==> config.mk <==
export PLATFORM = sky130hd
export DESIGN_NAME = draw_dashed_line
export DESIGN_NICKNAME = d
export VERILOG_FILES = /design/src/rtl/draw_dashed_line.sv
export SDC_FILE = /design/constraint.sdc
export NUM_CORES = 1
export LEC_CHECK = 0
export CAP_MARGIN = 25
export CORE_UTILIZATION = 56
export DETAILED_ROUTE_END_ITERATION = 8
export PLACE_DENSITY = 0.84
export SLEW_MARGIN = 20
export SYNTH_ARGS = -nofsm -noshare
export SYNTH_HDL_FRONTEND = slang
export SYNTH_SLANG_ARGS = --single-unit
==> constraint.sdc <==
create_clock -name clock -period 3.55 [get_ports clock]
set_input_delay 0.5325 -clock clock [delete_from_list [all_inputs] [get_ports clock]]
set_output_delay 0.5325 -clock clock [all_outputs]
set_load 0.005 [all_outputs]
==> src/rtl/draw_dashed_line.sv <==
// draw_dashed_line: streams the pixels of a vertical dashed line, one pixel per accepted handshake
//   clock      in   sole clock, rising edge
//   resetn     in   synchronous active-low reset
//   start      in   request one pass (sampled in IDLE only)
//   erase      in   latched with start; forces colour 0
//   colourIn   in   latched with start
//   plotReady  in   downstream accepts the current pixel
//   xOut/yOut  out  current pixel column/row
//   colourOut  out  current pixel colour
//   plot       out  pixel valid
//   busy       out  high while drawing
//   done       out  pass complete (level, cleared by next start or reset)
module draw_dashed_line #(
    parameter int X_POS    = 79,
    parameter int Y_START  = 0,
    parameter int Y_END    = 119,
    parameter int DASH_LEN = 2,
    parameter int GAP_LEN  = 2,
    parameter int LINE_W   = 1,
    parameter int COLOUR_W = 3
) (
    input  logic                clock,
    input  logic                resetn,
    input  logic                start,
    input  logic                erase,
    input  logic [COLOUR_W-1:0] colourIn,
    input  logic                plotReady,
    output logic [7:0]          xOut,
    output logic [6:0]          yOut,
    output logic [COLOUR_W-1:0] colourOut,
    output logic                plot,
    output logic                busy,
    output logic                done
);
    localparam int CW = DASH_LEN > 1 ? $clog2(DASH_LEN) : 1;
    localparam logic [CW-1:0] C_LAST  = CW'(DASH_LEN - 1);
    localparam logic [7:0]    X_FIRST = 8'(X_POS);
    localparam logic [7:0]    X_LAST  = 8'(X_POS + LINE_W - 1);
    localparam logic [7:0]    Y_FIRST = 8'(Y_START);
    localparam logic [7:0]    Y_LAST  = 8'(Y_END);
    localparam logic [7:0]    GAP     = 8'(GAP_LEN);

    typedef enum logic {IDLE, DRAW} state_t;

    state_t              r_state, w_state_n;
    logic [7:0]          r_x, w_x_n, r_y, w_y_n, w_row_n;
    logic [CW-1:0]       r_cnt, w_cnt_n;
    logic [COLOUR_W-1:0] r_col, w_col_n;
    logic                r_done, w_done_n;
    logic                w_last_col, w_last_dash;

    assign w_last_col  = r_x == X_LAST;
    assign w_last_dash = r_cnt == C_LAST;
    // End of a dash skips the whole gap in one step, so gap rows cost no cycles.
    assign w_row_n     = w_last_dash ? r_y + 8'd1 + GAP : r_y + 8'd1;

    always_ff @(posedge clock) begin
        if (!resetn) r_state <= IDLE;
        else         r_state <= w_state_n;
    end

    always_comb begin
        w_state_n = r_state;
        w_x_n     = r_x;
        w_y_n     = r_y;
        w_cnt_n   = r_cnt;
        w_col_n   = r_col;
        w_done_n  = r_done;
        if (r_state == IDLE) begin
            if (start) begin
                w_state_n = DRAW;
                w_x_n     = X_FIRST;
                w_y_n     = Y_FIRST;
                w_cnt_n   = '0;
                w_col_n   = erase ? '0 : colourIn;
                w_done_n  = 1'b0;
            end
        end else if (plotReady) begin
            w_x_n = w_last_col ? X_FIRST : r_x + 8'd1;
            if (w_last_col) begin
                if (w_row_n > Y_LAST) begin
                    w_state_n = IDLE;
                    w_done_n  = 1'b1;
                end else begin
                    w_y_n   = w_row_n;
                    w_cnt_n = w_last_dash ? '0 : r_cnt + CW'(1);
                end
            end
        end
    end

    always_ff @(posedge clock) begin
        if (!resetn) begin
            r_x    <= '0;
            r_y    <= '0;
            r_cnt  <= '0;
            r_col  <= '0;
            r_done <= 1'b0;
        end else begin
            r_x    <= w_x_n;
            r_y    <= w_y_n;
            r_cnt  <= w_cnt_n;
            r_col  <= w_col_n;
            r_done <= w_done_n;
        end
    end

    assign xOut      = r_x;
    assign yOut      = r_y[6:0];
    assign colourOut = r_col;
    assign plot      = r_state == DRAW;
    assign busy      = r_state == DRAW;
    assign done      = r_done;
endmodule

# == After elaboration in Yosys (flattened, before gate mapping) ==
# Cells that the tools add are included.
# Widths: inputs -> output; s select.
# classes
addsub,4
magnitude_cmp,1
eq_ne,5
n_mux,26
n_bitwise,1
n_reduce_logical,5
# ops
operator,count
$mux 8,10
$add 8x1->8 const B,2
$mux 1,15
$add 8x2->8 const B,1
$eq 8x7->1 const B,1
$gt 8x7->1 const B,1
$reduce_and 4->1,2
$ne 2x1->1 const B,2
$ne 2x2->1 const B,2
$reduce_and 2->1,2
$mux 3,1
$reduce_bool 2->1,1
$add 1x1->1 const B,1
$not 1->1,1
# totals
reg_bits,22
in_bits,8
out_inout_bits,21
wordCells,48

# == Longest topological paths before layout ==
# Gate-level depths: netlist of the first run.
# logic_depth
ltp_word,8
ltp_mapped,9
ltp_nobuf,9

# == Worst setup path before layout of the first run ==
# Ideal clock, no wire load.
# synth_timing
path_type,register to register
startpoint,register r_y[0]
endpoint,register r_y[1]
setup_time_ns,0.125
t_arrival_ns,2.092
required_ns,3.425
slack_ns,1.334
stages_incl_launch_ff,10
path_buffers,0
synth_period_minus_slack_ns,2.216
cell_sequence,dfxtp_1 > ha_1 > xnor2_1 > inv_1 > ha_1 > nand2_1 > nor2_1 > a2111oi_4 > o31a_4 > o32ai_1
# synth_via
elab_chain_cells,7
elab_cells_between_ends,10
cone_classes,add/sub (2); order compare (1); eq/ne (1); mux (5); reduce/logical (1)
# synth_lines
element,line_no,text
start: declaration,46,"logic [7:0] r_x, w_x_n, r_y, w_y_n, w_row_n;"
start signal: assignment,101,r_y <= w_y_n;
$add 8x1->8 (*),55,assign w_row_n = w_last_dash ? r_y + 8'd1 + GAP : r_y + 8'd1;
$add 8x2->8,55,
$mux 8 (*),55,
branches (longest 4 deep; another with $gt 8x7->1),-,
# Mark *: on every way between the ends. The select of a mux whose other input is x is not followed.
# A chain may end at the register's enable or synchronous reset.

# == Worst setup path after layout of the first run ==
# Same ends and word-level chain as after synthesis.

==> metrics.yaml, run 1 <==
setup_path:
  worstReg2RegEnd: "r_y[1]$_SDFFE_PN0P_"
  slowest_stage: "a2111oi_4"
  crit_required_ns: 3.77
  crit_fanout: 12
  critPathArrivalTime_ns: 3.06
  crit_top_cell: "ha_1"
  critPathTopFamily: "compound AO/OA/AOI/OAI gates"
  endpoint: "r_y[1]$_SDFFE_PN0P_"
  r2r_start: "r_y[0]$_SDFFE_PN0P_"
  cp-end-kind: "flop"
  crit_chain: "ha_1, xnor2_1, inv_1, ha_1, nand2_1, nor2_1, a2111oi_4, nor2_2, o32ai_1"
  ff2ff_path_depth: 9
  worst-path-stages: 9
  worstSetupStartpointType: "flop"
  r2r_setup_slack_ns: 0.71
  slowest_delay_ns: 0.55
  timing_worst_setup_path_type: "reg2reg"
  critical_path.startpoint: "r_y[0]$_SDFFE_PN0P_"
  crit_buf_inv: 1
die:
  die_h_um: 55.17
  die-area_um2: 3043
  io_pins: 29
  dieWidth_um: 55.17
  rows: 18
  coreArea_um2: 2567
  initial_core_util_pct: 61.65
flow_run:
  maxCapViolCount: 0
logic_synthesis:
  synth_edf_count: 0
  synthCells: 188
  synth_area_leader_cell: "dfxtp_1"
  synthTopCellsByArea: "dfxtp_1 (28%), xnor2_1 (4.4%), a21oi_1 (4.1%)"
  netlist_area_um2: 1583
  synthArstFlopShare_pct: 0
  syn_nets: 199
  post_synth_num_cell_types: 55
  ys_seq_area_share_pct: 27.83
  syn_avg_cell_area_um2: 8.419
  yosysTopAreaCellShare_pct: 27.83
  ys_seq_elements: 22
  ys.flop_type: "dfxtp_1"
  yosys_warnings: 0
  synth_common_cells: "dfxtp_1 (22), a21oi_1 (13), nand2_1 (10), nand3_1 (10)"
  yosysMostFrequentCell: "dfxtp_1"
detailed_routing:
  routedWlPerCell_um: 16.13
  detail-route-antenna-nets: 0
  firstDrtPassIters: 4
  routed_wl_mm: 3.743
  vias_per_cell: 6.375
  drcViolationCount: 0
  num_vias: 1479
  dr.first_iter.drc_count: 39
clocking:
  clock_latency_ns: 0.32
  hold_buffers: 0
  cts_tree: "yes"
  root_buffer: "clkbuf_4"
  post_cts_buffers: 0
  clk_path_buf_depth: 2
  cts_max_level: 1
  clk_pin_slew_ns: 0.13
  cts_buffers: 3
  cts-resized-gates: 0
  cts_sinks: 22
placement:
  io_buffers: 28
  gp_congestion: 0.8614
  dp_hpwl_mm: 2.749
  placed_cells: 228
global_route:
  grt_max_degree: 17
  grt_pass1_wl_mm: 6.003
  grt.overflow.total: 0
  grt_usage_pct: 28.42
  antenna_found_initial: 0
  grt_pass1_vias: 1264
timing:
  finalHoldViolCount: 0
  tightest_slew_ns: 0.6485
  rsz0062_at_grt: "no"
  finalSetupTns_ns: 0
  slew_headroom_pct: 56.68
  finalCritPeriodShare_pct: 80.01
  finClkSkew_ns: 0.007095
  final_max_slew_viol_count: 0
  max_freq_mhz: 352.1
  period_minus_slack_ns: 2.840
  finalSetupViolCount: 0
power:
  switchingPower_w: 0.0001283
  p_clk_share_pct: 36.5
  internal_power_w: 0.0004087
  seqPwrFrac_pct: 50.1
  peakVddDrop_v: 0.0003150
  p_leak_nw: 0.6757
  sw_frac_of_total_pct: 23.89
  p_comb_share_pct: 13.4
  power.density_nw_per_um2: 293.5
cells_and_area:
  fillers: 213
  area_growth_pct: 15.57
  seq_area_um2: 440.4
  multi_input_area_um2: 984.7
  nets: 214
  fin_cells: 232
  diodes: 0
  drive_above_1_share_pct: 7.921
status:
  outcome: "completed"
hold_path:
  hp-class: "reg2reg"
[flip-flops by register name, summed over array words and instances (netlist names)]
register   count
r_cnt          1
colourOut      3
xOut           8
done           1
r_y            8
busy           1
[power groups by stage]
stage	registers [W]	logic, W	clock network (W)
after floorplan	0.000270	0.0000421	0
after global placement	0.000273	0.0000686	0
after detailed placement	0.000274	0.0000704	0
after CTS	0.000268	0.0000714	0.000199
after global routing	0.000271	0.0000786	0.000212
final	0.000269	0.0000719	0.000196
[layout by cell type, fill, tap and decap left out, drive strengths merged, types with 2 or more instances in the layout]
cell,count
clkdlybuf4s50,28
dfxtp,22
a21oi,13
nand2,11
nand3,10
nor2,10
inv,9
nor2b,9
o21ai,9
xnor2,8
and2,5
nor4,4
nor3,4
a31oi,4
nand4,4
and4b,3
a21o,3
o32ai,3
nor3b,3
ha,3
clkbuf,3
a2111oi,3
o211ai,3
a211oi,2
mux2i,2
o211a,2
and3,2
o22ai,2
[logic make-up after synthesis]
group | after synthesis | synth area share [%]
multiplexers | 2 | 1.265
flip-flops | 22 | 27.83
AO/OA/AOI/OAI | 53 | 26.80
XOR/XNOR | 9 | 4.981
adder cells (fa/ha/maj) | 3 | 2.372
AND/OR/NAND/NOR | 72 | 26.80
buffers and inverters | 27 | 9.960
[worst register-to-register path, cell delays in order (launching register included)]
cell       delay [ns]
dfxtp_1          0.50
ha_1             0.46
xnor2_1          0.22
inv_1            0.11
ha_1             0.23
nand2_1          0.14
nor2_1           0.09
a2111oi_4        0.55
nor2_2           0.13
o32ai_1          0.31
[per-layer routing]
| metal | vias to the layer above | track usage, % | routed length (um) |
|---|---|---|---|
| met3 | 8 | 5.464 | 225 |
| li1 | 721 | - | - |
| met5 | - | 0 | 0 |
| met4 | 0 | 12.08 | 63 |
| met1 | 684 | 39.67 | 1713 |
| met2 | 66 | 42.37 | 1740 |
[stage by stage]
stage	utilization [%]	hold WS, ns	cell area (um2)	power, W	worst slack, ns
floorplan	-	0.4949	1583	0.0003121	1.334
global placement	69.20	0.4817	1777	0.0003420	0.9811
detailed placement	69.20	0.4942	1777	0.0003444	0.8034
CTS	71.25	0.5214	1829	0.0005385	0.7427
global route	71.25	0.5419	1829	0.0005612	0.4987
finish	71.25	0.5147	1829	0.0005370	0.7098
[area by class of cell]
| type | count | share of cell area (%) |
|---|---|---|
| clock buffer | 3 | 1.231 |
| clock inverter | 1 | 1.642 |
| inverter | 9 | 1.847 |
| multi-input combinational | 139 | 53.83 |
| sequential | 22 | 24.08 |
| tap | 30 | 2.052 |
| timing repair buffer | 28 | 15.32 |
[worst min-delay path by stage]
stage	start	to	slack [ns]	cells after the start
after floorplan	done$_SDFFE_PN0P_	done$_SDFFE_PN0P_	0.49	1
after global placement	done$_SDFFE_PN0P_	done$_SDFFE_PN0P_	0.48	1
after detailed placement	done$_SDFFE_PN0P_	done$_SDFFE_PN0P_	0.49	1
after CTS	done$_SDFFE_PN0P_	done$_SDFFE_PN0P_	0.52	1
after global routing	done$_SDFFE_PN0P_	done$_SDFFE_PN0P_	0.54	1
final	done$_SDFFE_PN0P_	done$_SDFFE_PN0P_	0.51	1
(Power assumes the default switching activity.)
==> inputs of run 2 (changes only) <==
CORE_UTILIZATION = 52   (was 56)
PLACE_DENSITY = 0.78   (was 0.84)
clock period = 2.7 ns   (was 3.55 ns; I/O delays follow)
==> run 2 against run 1 <==
The run now ends with DRC left. Critical path depth grew 1. Setup slack lost 0.53 ns. Die area grew 7.4%. Combinational power grew 30%. Hold slack lost 0.00052 ns. Via count shrank 1.1%. Clock power shrank 9%. Clock skew is essentially flat. Wire length shrank 4.0%. Core utilization shrank 6.3 points. Register-to-register slack lost 0.53 ns. Sequential power grew 32%. Critical endpoint is now r_y[6]$_SDFFE_PN0P_.
==> metrics.yaml, run 2 (synthesis gave the netlist of run 1 again) <==
timing:
  max_freq_mhz: 396.3  # +13%
  finClkSkew_ns: 0.007259  # +0.0001644 ns
  finalSetupViolCount: 0  # unchanged
  fin_hold_ws_ns: 0.5142  # -0.0005250 ns
  setup_ws_ns: 0.1767  # -0.5331 ns
  rsz0062_at_grt: "no"
  finalCritPeriodShare_pct: 93.46  # +13 points
  slew_headroom_pct: 61.49  # +4.8 points
  final_max_slew_viol_count: 0  # unchanged
  finalSetupTns_ns: 0  # unchanged
  period_minus_slack_ns: 2.523  # -0.3169 ns
  finalHoldViolCount: 0  # unchanged
  tightest_slew_ns: 0.5724  # -0.07612 ns
global_route:
  grt_pass1_wl_mm: 6.120  # +1.9%
  grt_usage_pct: 23.90  # -4.5 points
  antenna_found_initial: 0  # unchanged
  grt.overflow.total: 0  # unchanged
  grt_pass1_vias: 1283  # +1.5%
  grt_max_degree: 13  # -4
status:
  violations: "DRC"
  outcome: "finished with violations"
flow_run:
  maxCapViolCount: 0  # unchanged
power:
  power.density_nw_per_um2: 341.0  # +16%
  peakVddDrop_v: 0.0003205  # +1.7%
  p_leak_nw: 0.6832  # +1.1%
cells_and_area:
  nets: 217  # +1.4%
  layout_commonest_cell: "clkdlybuf4s50_1"
  diodes: 0  # unchanged
  drive_above_1_share_pct: 9.268  # +1.3 points
  final_cell_mix: "clkdlybuf4s50_1 (28), dfxtp_1 (22), a21oi_1 (13), nand2_1 (10), nand3_1 (10)"
  area_growth_pct: 16.05
  fin_cells: 236  # +1.7%
  fillers: 235  # +10%
die:
  die_h_um: 57.17  # +3.6%
  die-area_um2: 3268  # +7.4%
  dieWidth_um: 57.17  # +3.6%
  rows: 19  # +1
  initial_core_util_pct: 55.95  # -5.7 points
  io_pins: 29  # unchanged
  coreArea_um2: 2829  # +10%
hold_path:
  hp-class: "reg2reg"
setup_path:
  critPathArrivalTime_ns: 2.75  # -0.31 ns
  crit_required_ns: 2.93  # -0.84 ns
  worstSetupStartpointType: "flop"
  crit_fanout: 9  # -3
  timing_worst_setup_path_type: "reg2reg"
  cp-end-kind: "flop"
detailed_routing:
  drcViolationCount: 2  # +2
  detail-route-antenna-nets: 0  # unchanged
  vias_per_cell: 6.195  # -2.8%
  routedWlPerCell_um: 15.23  # -5.6%
  dr.first_iter.drc_count: 54  # +38%
  routed_wl_mm: 3.595  # -4.0%
  firstDrtPassIters: 6  # +2
  num_vias: 1462  # -1.1%
clocking:
  cts_buffers: 3  # unchanged
  clock_latency_ns: 0.31  # about the same
  cts_max_level: 1  # unchanged
  cts_tree: "yes"
  cts-resized-gates: 0  # unchanged
  clk_pin_slew_ns: 0.12  # about the same
  clk_path_buf_depth: 2  # unchanged
  root_buffer: "clkbuf_4"
  cts_sinks: 22  # unchanged
placement:
  dp_hpwl_mm: 2.717  # -1.2%
  place_ws_ns: 0.2381  # -0.5653 ns
  io_buffers: 28  # unchanged
  placed_cells: 231  # +1.3%
  gp_congestion: 0.8697  # +0.96%
## run 2: cell types whose count changed in the layout (fill, tap and decap cells not counted)
cell and change:
clkbuf_8 +1, buf_4 +3, bufinv_16 -1
## run 2: through the flow
stage / utilization, % / total power, W / area (um2)
after floorplan: - / 0.0004103 / 1583
after global placement: 63.38 / 0.0004515 / 1793
after detailed placement: 63.38 / 0.0004542 / 1793
after CTS: 64.66 / 0.0006327 / 1829
after global routing: 64.93 / 0.0006591 / 1837
final: 64.93 / 0.0006263 / 1837
## run 2: layer usage
metal | up-vias | global-route usage [%] | wire length (um)
met4 | 0 | 8.362 | 32
met3 | 5 | 4.535 | 175
met2 | 31 | 35.13 | 1686
met1 | 705 | 34.99 | 1700
met5 | - | 0 | 0
li1 | 721 | - | -
## run 2: worst paths after layout
| check | from | slack [ns] | cells after the start | endpoint |
|---|---|---|---|---|
| worst max-delay path | r_y[0]$_SDFFE_PN0P_ | 0.18 | 10 | r_y[6]$_SDFFE_PN0P_ |
| worst max register to register | r_y[0]$_SDFFE_PN0P_ | 0.18 | 10 | r_y[6]$_SDFFE_PN0P_ |
| worst min-delay path | done$_SDFFE_PN0P_ | 0.51 | 1 | done$_SDFFE_PN0P_ |
| worst min register to register | done$_SDFFE_PN0P_ | 0.51 | 1 | done$_SDFFE_PN0P_ |
## run 2: what timing repair did
action	4_1_cts	5_1_grt
hold endpoints to repair	0	0
buffers inserted	0	1
hold buffers	0	0
setup endpoints to repair	0	8
## run 2: final cells by class
class	instances	area, um2	area share (%)
multi-input cells	139	984.7	53.61
clock buffers	4	36.28	1.975
flip-flops and latches	22	440.4	23.98
inverters	9	33.78	1.839
repair buffers	31	302.8	16.49
well taps	31	38.79	2.112
## run 2: worst max-delay path: stages, from the launching register on
cell       delay (ns)
dfxtp_1          0.51
ha_1             0.24
xnor2_1          0.17
inv_1            0.10
ha_1             0.22
a21o_1           0.17
a21oi_1          0.23
a2111oi_4        0.10
buf_4            0.18
o31a_4           0.39
o32ai_1          0.13
## run 2: report_power, final
part / internal, W / switching, W
clock: 0.0000824 / 0.0000963
combinational: 0.0000512 / 0.0000425
sequential: 0.000336 / 0.0000175
total: 0.000470 / 0.000156
==> edit 1, RTL diff (flow settings as in run 2) <==
Make the reset (`resetn`) asynchronous in 2 clocked blocks. Comments in the files are not updated.
--- a/src/rtl/draw_dashed_line.sv
+++ b/src/rtl/draw_dashed_line.sv
@@ -56,3 +56,3 @@
 
-    always_ff @(posedge clock) begin
+    always_ff @(posedge clock or negedge resetn) begin
         if (!resetn) r_state <= IDLE;
@@ -91,3 +91,3 @@
 
-    always_ff @(posedge clock) begin
+    always_ff @(posedge clock or negedge resetn) begin
         if (!resetn) begin
Formal check against the unedited RTL: differs if resetn is asserted again (counterexample within 4 cycles, from zero or initial values and one cycle with resetn low); with resetn held inactive, the same outputs for 10 cycles.
==> edit 1 against run 2 <==
Final area shrank 2.0%. Wire length fell by 8.1%. Sequential cell count stayed put. Area after synthesis fell by 3.6%. Setup slack got worse by 0.040 ns. Critical path type unchanged.
Power is not compared: it rests on default switching activity, and its combinational part moved more than twofold at a synthesized area within 25%.
==> edit 1: results (changes against run 2) <==
setup_path:
  reg2reg_to: "r_y[2]"
  r2r_start: "r_y[0]"
  crit_slowest_cell: "dfrtp_1"
  crit_fanout: 7  # -2
  arrival_ns: 2.76  # about the same
  reg2reg_slack_ns: 0.14  # -0.04 ns
global_routing:
  grt_first_pass_wirelength_um: 5660  # -7.5%
  grt_usage_pct: 22.5  # -1.4 points
synthesis:
  synthTopCellsByCount: "dfrtp_1 (22), nand2_1 (21), a21oi_1 (11)"
  synth_fp_nets: 183  # -8.0%
  synthTopCellsByArea: "dfrtp_1 (36%), nand2_1 (5.2%), xor2_1 (4.0%)"
  ys_types: 47  # -15%
  synth-seq-area-share_pct: 36.1  # +8.2 points
  syn_avg_cell_area_um2: 8.87  # +5.4%
  ys_async_sr_fraction_pct: 100  # +100 points
placed_design:
  gp_congestion: 0.895  # +2.9%
  dpl.hpwl_um: 2450  # -9.7%
clocking:
  insertion_delay_ns: 0.29  # -0.02 ns
routing:
  via_count: 1319  # -9.8%
  initialDrtViolationCount: 39  # -28%
  dr.pass1.iters: 5  # -1
  routedWlPerCell_um: 14.8  # -2.7%
sta:
  finClkSkew_ns: 0.00462  # -0.00264 ns
  finalHoldWorstSlack_ns: 0.442  # -0.0719 ns
layout:
  drive_gt1_share_pct: 8.85  # -0.41 points
  fin_nets: 205  # -5.5%
  layout.cells.non_filler: 223  # -5.5%
status:
  status: "complete, no violations"
hold_path:
  hold_class: "in -> async"
[edit 1: cell types whose count changed after synthesis, sizes merged, moves of 6 or more]
cell	delta
dfrtp	+22
dfxtp	-22
nand2	+10
nor2b	-7
xor2	+6
[edit 1: worst max-delay path by stage]
| stage | endpoint | slack [ns] | cells after the start |
|---|---|---|---|
| after floorplan | r_y[2] | 0.007 | 12 |
| after global placement | r_y[2] | 0.20 | 10 |
| after detailed placement | r_y[2] | 0.09 | 10 |
| after CTS | r_y[2] | 0.07 | 10 |
| after global routing | r_y[2] | 0.03 | 10 |
| final | r_y[2] | 0.14 | 10 |
[edit 1: logic make-up after synthesis]
group / count (synthesis) / share of synthesized area (%)
buffers and inverters: 24 / 9.84
AO/OA/AOI/OAI: 45 / 20.9
multiplexers: 1 / 0.656
AND/OR/NAND/NOR: 66 / 22.5
flip-flops: 22 / 36.1
XOR/XNOR: 11 / 7.54
adder cells (fa/ha/maj): 3 / 2.46
[edit 1: what timing repair did]
| action | 4_1_cts | 5_1_grt |
|---|---|---|
| endpoints found under the hold margin | 0 | 0 |
| endpoints found under the setup margin | 0 | 1 |
| resized for setup | 0 | 1 |
[edit 1: final cells by class]
class                           count  area [um2]
Multi-Input combinational cell    126         828
Timing Repair Buffer               36         340
Inverter                            5        18.8
Sequential cell                    22         551
Fill cell                         240         958
Tap cell                           31        38.8
Clock buffer                        3        22.5
[edit 1: layer usage]
metal / global-route usage (%) / up-vias / share of wire, % / wire [um]
met1: 28.0 / 636 / 46 / 1530
met4: 9.76 / 0 / 1.1 / 36
met2: 39.1 / 25 / 50 / 1650
li1: - / 654 / - / -
met3: 2.56 / 4 / 2.5 / 82
met5: 0 / - / 0 / 0
[edit 1: metrics by stage]
| stage | utilization (%) | worst slack (ns) | instance area [um2] |
|---|---|---|---|
| global route | 65.2 | 0.0299 | 1800 |
| CTS | 65.2 | 0.0654 | 1800 |
| floorplan | - | 0.00731 | 1530 |
| detailed placement | 64.3 | 0.0907 | 1770 |
| finish | 65.2 | 0.137 | 1800 |
| global placement | 64.3 | 0.204 | 1770 |
[edit 1: report_power, final]
part	switching (mW)	leakage, nW	internal, mW	total [mW]
clock network	0.0891	0.0138	0.0519	0.141
registers	0.123	0.275	0.415	0.538
logic	0.320	0.438	0.374	0.694
==> edit 2, RTL diff (config.mk and constraints of run 2) <==
Made on the original files. `COLOUR_W`: 3 -> 6.
--- a/src/rtl/draw_dashed_line.sv
+++ b/src/rtl/draw_dashed_line.sv
@@ -19,3 +19,3 @@
     parameter int LINE_W   = 1,
-    parameter int COLOUR_W = 3
+    parameter int COLOUR_W = 6
 ) (
Interface: changed (resized colourIn and colourOut); port bits go from 29 to 35. No check against the original RTL was run, so the function may have changed too.
==> edit 2 against run 2 <==
The run still ends with DRC left. Largest cell class unchanged. Critical path depth unchanged. Count of clock-buffer cells in the layout unchanged. Final area rose by 4.6%. Setup slack better by 0.057 ns. Sequential cell count is 3 higher. Highest routed layer unchanged. Via count decreased by 5.7%. Global-route usage is 3.0 points lower. Area after synthesis is 2.1% higher. Wire length is 8.6% lower. Die area up 2.0%. Clock power down 6%. Synthesized cell count is 3.7% lower. Largest power group unchanged. Sequential share of layout area grew 2.1 points. Total power increased by 7.1%.
==> edit 2: results (changes against run 2) <==
global_routing:
  grt_max_degree: 19  # +6
  grt_first_pass_wirelength_um: 5510  # -10%
  grt_usage_pct: 20.9  # -3.0 points
setup_path:
  slowest_delay_ns: 0.43  # -0.08 ns
  reg2reg_to: "r_y[0]"
routing:
  via_count: 1379  # -5.7%
  drc: 1  # -1
  routedWlPerCell_um: 14.0  # -8.2%
  initialDrtViolationCount: 56  # +3.7%
placed_design:
  port_buffers: 34  # +21%
  dpl_cell_area_um2: 1890  # +5.5%
  gp_congestion: 0.813  # -6.6%
  dpl.hpwl_um: 2500  # -8.0%
  preCtsSetupSlack_ns: 0.107  # -0.131 ns
layout:
  num-multi-input-gates: 137  # -1.4%
  buffer_area_share_pct: 18.5  # +2.0 points
  drive_gt1_share_pct: 11.8  # +2.5 points
  seqCellArea_um2: 502  # +14%
  final-clk-cell-share_pct: 1.37  # -0.61 points
  inverters: 2  # -7
synthesis:
  synth-seq-area-share_pct: 31.0  # +3.2 points
  synthTopCellsByCount: "dfxtp_1 (25), nand2_1 (14), a21oi_1 (11), nand3_1 (11), buf_4 (10)"
  synthTopCellsByArea: "dfxtp_1 (31%), buf_4 (4.6%), nor3b_1 (3.7%)"
  synth.area.mux_share_pct: 0.620  # -0.65 points
status:
  status: "finished with violations"
  violations: "DRC"
pwr:
  power_mw: 0.671  # +7.1%
  ir_drop_uv: 261  # -18%
  swShare_pct: 25.6  # +0.63 points
  static-leakage-power_nw: 0.652  # -4.6%
  clock_power_share_pct: 25.0  # -3.5 points
sta:
  finClkSkew_ns: 0.00592  # -0.00134 ns
clocking:
  cts.reportedPaths.clkPinSlew_ns: 0.14  # +0.02 ns
## edit 2: logic make-up (layout without fill, tap and decap cells)
group                    count (synthesis)  after routing
AO/OA/AOI/OAI                           47             47
XOR/XNOR                                13             13
adder cells (fa/ha/maj)                  3              3
buffers and inverters                   19             42
flip-flops                              25             25
multiplexers                             1              1
AND/OR/NAND/NOR                         73             73
## edit 2: layer usage
metal	part of all wire (%)	up-vias	routed length, um	track usage [%]
met5	0	-	0	0
met4	2.4	0	79	9.86
met3	3.7	6	123	2.90
met2	47	31	1540	35.4
met1	47	647	1540	26.4
li1	-	695	-	-
## edit 2: worst max path at each step
stage          endpoint  slack (ns)  depth (start not counted)
5_1_grt          r_y[4]        0.06                         10
3_5_place_dp     r_y[0]        0.11                         10
4_1_cts          r_y[0]        0.09                         10
6_report         r_y[0]        0.23                         10
2_1_floorplan    r_y[0]        0.28                         10
3_3_place_gp     r_y[0]        0.22                         10
